File: src/rtl/lfsr_crypt_pkg.sv
`default_nettype none
// ============================================================================
// Module      : lfsr_crypt_pkg
// Description : Shared constants, FSM state type and pre_len clamp helper for
//               the 6-bit LFSR encryption sequencer.
// Revision    : 1.0 - initial release
// ============================================================================
package lfsr_crypt_pkg;

    localparam int DW        = 8;
    localparam int AW        = 8;
    localparam int LW        = 6;
    localparam int IW        = 7;
    localparam int FRAME_LEN = 64;

    localparam logic [AW-1:0] CFG_BASE = 8'd61;
    localparam logic [AW-1:0] MSG_BASE = 8'd0;
    localparam logic [AW-1:0] DST_BASE = 8'd64;
    localparam logic [DW-1:0] PAD      = 8'h5F;
    localparam logic [DW-1:0] PRE_MIN  = 8'd7;
    localparam logic [DW-1:0] PRE_MAX  = 8'd12;

    typedef enum logic [3:0] {
        S_IDLE    = 4'd0,
        S_LD_PRE  = 4'd1,
        S_LD_TAPS = 4'd2,
        S_LD_SEED = 4'd3,
        S_CHK     = 4'd4,
        S_LD_LFSR = 4'd5,
        S_PRE     = 4'd6,
        S_MSG     = 4'd7,
        S_DONE    = 4'd8
    } state_t;

    // Bound a raw preamble length into the supported window
    function automatic logic [DW-1:0] clamp_pre(input logic [DW-1:0] v);
        if (v < PRE_MIN)      return PRE_MIN;
        else if (v > PRE_MAX) return PRE_MAX;
        else                  return v;
    endfunction

endpackage
`default_nettype wire

File: src/rtl/lfsr_cfg_regs.sv
`default_nettype none
// ============================================================================
// Module      : lfsr_cfg_regs
// Description : Captures pre_len (clamped), taps and seed from dat_mem and
//               flags an unusable configuration (all-zero taps or seed).
// Revision    : 1.0 - initial release
// ============================================================================
module lfsr_cfg_regs
    import lfsr_crypt_pkg::*;
(
    input  logic          clk,
    input  logic          init_n,
    input  logic          cap_pre,
    input  logic          cap_taps,
    input  logic          cap_seed,
    input  logic [DW-1:0] rd_data,
    output logic [DW-1:0] pre_len,
    output logic [LW-1:0] taps,
    output logic [LW-1:0] seed,
    output logic          cfg_bad
);

    logic [DW-1:0] r_pre_len;
    logic [LW-1:0] r_taps;
    logic [LW-1:0] r_seed;

    // Load each config field in its own read slot; every run recaptures all three
    always_ff @(posedge clk or negedge init_n) begin
        if (!init_n) begin
            r_pre_len <= '0;
            r_taps    <= '0;
            r_seed    <= '0;
        end else begin
            if (cap_pre)  r_pre_len <= clamp_pre(rd_data);
            if (cap_taps) r_taps    <= rd_data[LW-1:0];
            if (cap_seed) r_seed    <= rd_data[LW-1:0];
        end
    end

    assign pre_len = r_pre_len;
    assign taps    = r_taps;
    assign seed    = r_seed;
    // An all-zero tap set or seed would lock the LFSR, so the run is refused
    assign cfg_bad = (r_taps == '0) || (r_seed == '0);

endmodule
`default_nettype wire

File: src/rtl/lfsr_crypt_seq.sv
`default_nettype none
// ============================================================================
// Module      : lfsr_crypt_seq
// Description : FSM sequencer for the 6-bit LFSR encryption datapath. Reads
//               config, loads the LFSR, writes a PAD preamble and then the
//               encrypted message into the destination frame.
// Revision    : 1.0 - initial release
// ============================================================================
module lfsr_crypt_seq
    import lfsr_crypt_pkg::*;
(
    input  logic          clk,
    input  logic          init_n,
    input  logic          go,
    input  logic [DW-1:0] rd_data,
    input  logic [LW-1:0] lfsr_state,
    output logic [AW-1:0] raddr,
    output logic [AW-1:0] waddr,
    output logic [DW-1:0] wr_data,
    output logic          write_en,
    output logic          lfsr_en,
    output logic          load_lfsr,
    output logic [LW-1:0] taps,
    output logic [LW-1:0] seed,
    output logic          busy,
    output logic          done,
    output logic          err
);

    state_t        r_state;
    logic [IW-1:0] r_idx;
    logic          r_err;
    logic          r_armed;

    logic [DW-1:0] w_pre_len;
    logic          w_cfg_bad;
    logic          w_go_ok;
    logic          w_pre_last;
    logic          w_frame_last;
    logic [AW-1:0] w_idx_ext;
    logic [AW-1:0] w_msg_k;
    logic [DW-1:0] w_lfsr_ext;

    lfsr_cfg_regs u_cfg (
        .clk      (clk),
        .init_n   (init_n),
        .cap_pre  (r_state == S_LD_PRE),
        .cap_taps (r_state == S_LD_TAPS),
        .cap_seed (r_state == S_LD_SEED),
        .rd_data  (rd_data),
        .pre_len  (w_pre_len),
        .taps     (taps),
        .seed     (seed),
        .cfg_bad  (w_cfg_bad)
    );

    // r_armed stays low through the first edge after reset release, so a go
    // coinciding with that edge is not taken as a start
    assign w_go_ok      = go && r_armed;
    assign w_idx_ext    = {{(AW-IW){1'b0}}, r_idx};
    assign w_pre_last   = (w_idx_ext == (w_pre_len - 8'd1));
    assign w_frame_last = (r_idx == IW'(FRAME_LEN - 1));
    assign w_msg_k      = w_idx_ext - w_pre_len;
    assign w_lfsr_ext   = {{(DW-LW){1'b0}}, lfsr_state};

    // Run sequencing, write index and sticky error flag
    always_ff @(posedge clk or negedge init_n) begin
        if (!init_n) begin
            r_state <= S_IDLE;
            r_idx   <= '0;
            r_err   <= 1'b0;
            r_armed <= 1'b0;
        end else begin
            r_armed <= 1'b1;
            case (r_state)
                S_IDLE, S_DONE: begin
                    if (w_go_ok) begin
                        r_state <= S_LD_PRE;
                        r_idx   <= '0;
                        r_err   <= 1'b0;
                    end
                end
                S_LD_PRE:  r_state <= S_LD_TAPS;
                S_LD_TAPS: r_state <= S_LD_SEED;
                S_LD_SEED: r_state <= S_CHK;
                S_CHK: begin
                    if (w_cfg_bad) begin
                        r_err   <= 1'b1;
                        r_state <= S_DONE;
                    end else begin
                        r_state <= S_LD_LFSR;
                    end
                end
                S_LD_LFSR: r_state <= S_PRE;
                S_PRE: begin
                    r_idx <= r_idx + 1'b1;
                    if (w_pre_last) r_state <= S_MSG;
                end
                S_MSG: begin
                    if (w_frame_last) r_state <= S_DONE;
                    else              r_idx   <= r_idx + 1'b1;
                end
                default: r_state <= S_IDLE;
            endcase
        end
    end

    // Moore decode of the memory/LFSR control pins; only MSG data passes rd_data through
    always_comb begin
        raddr     = '0;
        waddr     = '0;
        wr_data   = '0;
        write_en  = 1'b0;
        lfsr_en   = 1'b0;
        load_lfsr = 1'b0;
        case (r_state)
            S_LD_PRE:  raddr = CFG_BASE;
            S_LD_TAPS: raddr = CFG_BASE + 8'd1;
            S_LD_SEED: raddr = CFG_BASE + 8'd2;
            S_LD_LFSR: load_lfsr = 1'b1;
            S_PRE: begin
                waddr    = DST_BASE + w_idx_ext;
                wr_data  = PAD ^ w_lfsr_ext;
                write_en = 1'b1;
                lfsr_en  = 1'b1;
            end
            S_MSG: begin
                raddr    = MSG_BASE + w_msg_k;
                waddr    = DST_BASE + w_idx_ext;
                wr_data  = rd_data ^ w_lfsr_ext;
                write_en = 1'b1;
                lfsr_en  = 1'b1;
            end
            default: ;
        endcase
    end

    assign busy = (r_state != S_IDLE) && (r_state != S_DONE);
    assign done = (r_state == S_DONE);
    assign err  = r_err;

endmodule
`default_nettype wire
File: config.mk
export PLATFORM = sky130hd
export DESIGN_NAME = lfsr_crypt_seq
export DESIGN_NICKNAME = d
export VERILOG_FILES = /design/src/rtl/lfsr_crypt_pkg.sv /design/src/rtl/lfsr_cfg_regs.sv /design/src/rtl/lfsr_crypt_seq.sv
export SDC_FILE = /design/constraint.sdc
export NUM_CORES = 1
export LEC_CHECK = 0
export ABC_AREA = 1
export BUFFER_PORTS_ARGS = -buffer_cell sky130_fd_sc_hd__buf_4
export CORE_MARGIN = 8
export CORE_UTILIZATION = 47
export DETAILED_ROUTE_END_ITERATION = 7
export PLACE_DENSITY = 0.78
export RECOVER_POWER = 50
export SYNTH_ARGS = -nofsm -noshare
export SYNTH_HDL_FRONTEND = slang
export SYNTH_HIERARCHICAL = 1
export SYNTH_SLANG_ARGS = --single-unit
export TNS_END_PERCENT = 50
File: constraint.sdc
create_clock -name clk -period 5.5 [get_ports clk]
set_input_delay 0.275 -clock clk [delete_from_list [all_inputs] [get_ports clk]]
set_output_delay 0.275 -clock clk [all_outputs]
set_load 0.005 [all_outputs]
==> run metrics <==
Die Ht=87.6 microns; share of post-route cells with drive strength above 1=19.8%; reg-to-reg slack, setup=3.17 ns; global-route wire length before repair=10900 microns; Rel. slew slack=-22.0%; initial antenna violation count=0; post-synthesis sequential area ratio=between 30% and 40%; vias in the first global route=2397; WL final=6590 microns; vias after detailed routing=2448; CTS buffer count=5; DP HPWL=5100 microns; drt pass-1 iters=5; Setup Crit Path Kind=register to primary output; Final TNS setup=0 ns; CTS tree=yes; Post-synth EDFFs=0; reg2reg end=r_idx[6]$_DFFE_PN0P_; crit-path cells=inv_1 -> ha_1 -> inv_1 -> fa_1 -> nand3_1 -> nand3_1 -> nand2_1 -> nand2_1 -> a21oi_1 -> xor2_1 -> nor2_1 -> buf_4; # clock sinks=33; IO Count=59; post-CTS sizing=0; P_leak=0.00144 uW; Clock Tree Root=clkbuf_8; Area after DPL=0.00289 sq mm; Multi-input gate area=0.00133 sq mm; Final Cell Area=0.00296 sq mm; Met1 Wirelength=2890 microns; hold worst-path end=u_cfg/taps[3]$_DFFE_PN0P_; Met3 Wirelength=417 microns; H-Tree Depth=2; cell row count=26; Die ar.=0.00767 sq mm; Worst Hold Class=primary input to register; Tcrit/Tclk final=a little under half; Max Used Layer=met4; PwrDens=289 mW/mm^2; die extent in x=~88 microns; Clk Latency, worst-skew pair=0.29 ns; Final setup violation count=0; met2 wire length=between 3000 and 4000 microns; yosys warns=6; failing checks=capacitance limit, slew limit; fin crit period=2.56 ns; global route overflow=0; CTS max path bufs=2; Clk pin slew, worst setup/hold paths=0.07 ns; setup bufs post-CTS=0; final setup skew=0.00306 ns; 1st-iter DRT viols=109; Storage cell area=approximately 830 sq um; RSZ-0062 raised after global routing=no; CP Capture Type=primary output; status=complete, but fails checks; Hold Fails Final Rpt=0; CP Data Arrival Time=between 2 and 2.5 ns; Fmax=0.391 GHz; CTS Hold Buffers Added=1; Nets=430; hold depth=3; crit-path max cell delay=0.40 ns; Mapped Area=~0.0024 sq mm; predominant post-synthesis flop cell=dfrtp_1; GP Congestion=0.890; Avg WL per Cell=approximately 14 microns; reg2reg start=r_state[3]$_DFFE_PN0P_; Slowest cell on crit path=fa_1; gr usage total=around 18%; Synth-to-Final Area Change=22.8%; ant diodes=0; worst-margin pin slew=1.83 ns; number of library cell types mapped by synthesis=40; DRC Markers=0; syn nets=371; Max VDD drop=0.163 mV; worst-path fanout max=6; #FFs+latches synth=33; Avg Vias per Cell=between 5 and 6; Core Footprint=around 0.005 sq mm; total power=854 uW; Buffers on Ports=58; Final Max Tran Viols=34; Critical Path RT=5.22 ns; pin count of the biggest net entering global routing=34; R2R cell count=7; Max Cap Viol=1; Mapped Cells=344; Initial Util=48.1%; crit start category=register; Routed Antenna Nets=0; FFs w/ async S/R, synth=100%; hold path start=rd_data[3]; Layout fillers=484; Avg Cell Area, Syn=7.00 sq um
[worst max-delay path, delay by kind of cell (launching register included)]
kind / cells / cell delay [ns]
xor gates and xnor gates: 1 / 0.16
AOI/OAI and AO/OA: 1 / 0.15
buffers and inverters: 3 / 0.37
DFF: 1 / 0.38
adders and majority gates: 2 / 0.58
and+or+nand+nor: 5 / 0.37
[final cells by class]
cell class                      instances  share of cell area [%]
Tap cell                               70                    2.96
Sequential cell                        33                    27.9
Clock buffer                            7                    3.26
Timing Repair Buffer                   59                    14.2
Inverter                               50                    6.52
Clock inverter                          1                   0.169
Multi-Input combinational cell        254                    45.0
[state kept, by name (all words and copies together), names as in the netlist]
| register | cells |
|---|---|
| u_cfg/taps | 6 |
| r_idx | 7 |
| u_cfg/pre_len | 8 |
| r_armed | 1 |
| u_cfg/seed | 6 |
| r_state | 4 |
| err | 1 |
[layer usage]
metal  GRT usage, %  up-vias
met3           5.44       10
met4           7.03        0
met2           29.7       64
met1           21.5     1148
li1               -     1226
met5              0        -
[stage by stage]
step           util, %  setup slack [ns]  instances  hold slack [ns]
4_1_cts           59.8              2.95        474            0.226
3_3_place_gp      57.6              3.31        465            0.244
3_5_place_dp      57.6              3.28        465            0.244
2_1_floorplan        -              3.53        344          -0.0206
6_report          59.0              2.94        474            0.230
5_1_grt           59.0              2.76        474            0.232
[Yosys cell counts (3+ instances only)]
| cell type | n | area share (%) |
|---|---|---|
| xnor2_1 | 7 | 2.5 |
| xor2_1 | 4 | 1.5 |
| nand4_1 | 6 | 1.6 |
| ha_1 | 9 | 4.7 |
| nor3_1 | 4 | 0.83 |
| inv_2 | 4 | 0.62 |
| o21ai_0 | 12 | 2.5 |
| nor2_2 | 5 | 1.3 |
| a21oi_1 | 19 | 4.0 |
| buf_2 | 4 | 0.83 |
| o22ai_1 | 7 | 1.8 |
| nor4_1 | 3 | 0.78 |
| nor2_1 | 54 | 8.4 |
| inv_1 | 45 | 7.0 |
| nand3_1 | 25 | 5.2 |
| o21ai_1 | 6 | 1.2 |
| nand2_1 | 71 | 11 |
| dfrtp_1 | 33 | 34 |
[how the worst max path moves through the flow]
| stage | from | endpoint | slack, ns | cells after the start |
|---|---|---|---|---|
| global placement | r_idx[0]$_DFFE_PN0P_ | raddr[6] | 3.31 | 12 |
| CTS | r_idx[0]$_DFFE_PN0P_ | raddr[6] | 2.95 | 12 |
| finish | r_idx[0]$_DFFE_PN0P_ | raddr[6] | 2.94 | 12 |
| global route | r_idx[0]$_DFFE_PN0P_ | raddr[6] | 2.76 | 12 |
| floorplan | r_idx[0]$_DFFE_PN0P_ | raddr[6] | 3.53 | 11 |
| detailed placement | r_idx[0]$_DFFE_PN0P_ | raddr[6] | 3.28 | 12 |
[power breakdown]
part           switching [uW]  total, uW  internal, uW
Clock                    91.3        204           113
Sequential               37.2        309           272
Combinational             203        340           136
[layout by cell type (no fill, tap or decap), drive strengths merged]
master and n:
o31ai 1, xnor2 7, xor2 4, fa 1
or2 1, nand2 74, dfrtp 33, a211oi 1
and2 1, inv 50, a31oi 1, buf 43
nand4 6, o21a 1, o22ai 7, nand3 27
dlygate4sd3 1, nor2 62, nor3 4, ha 9
conb 1, nand3b 1, o211ai 2, a21oi 20
mux2 1, o21ai 19, clkinv 1, clkbuf 22
nor4 3
[logic make-up after synthesis]
kind of cell | after synthesis | share of synthesized area [%]
and+or+nand+nor | 179 | 33.7
buffers and inverters | 57 | 9.82
AOI/OAI and AO/OA | 52 | 12.1
DFF | 33 | 34.3
xor gates and xnor gates | 11 | 4.00
adders and majority gates | 10 | 5.51
other | 1 | 0.156
muxes | 1 | 0.468
No activity file was read; power rests on OpenSTA's default activity.
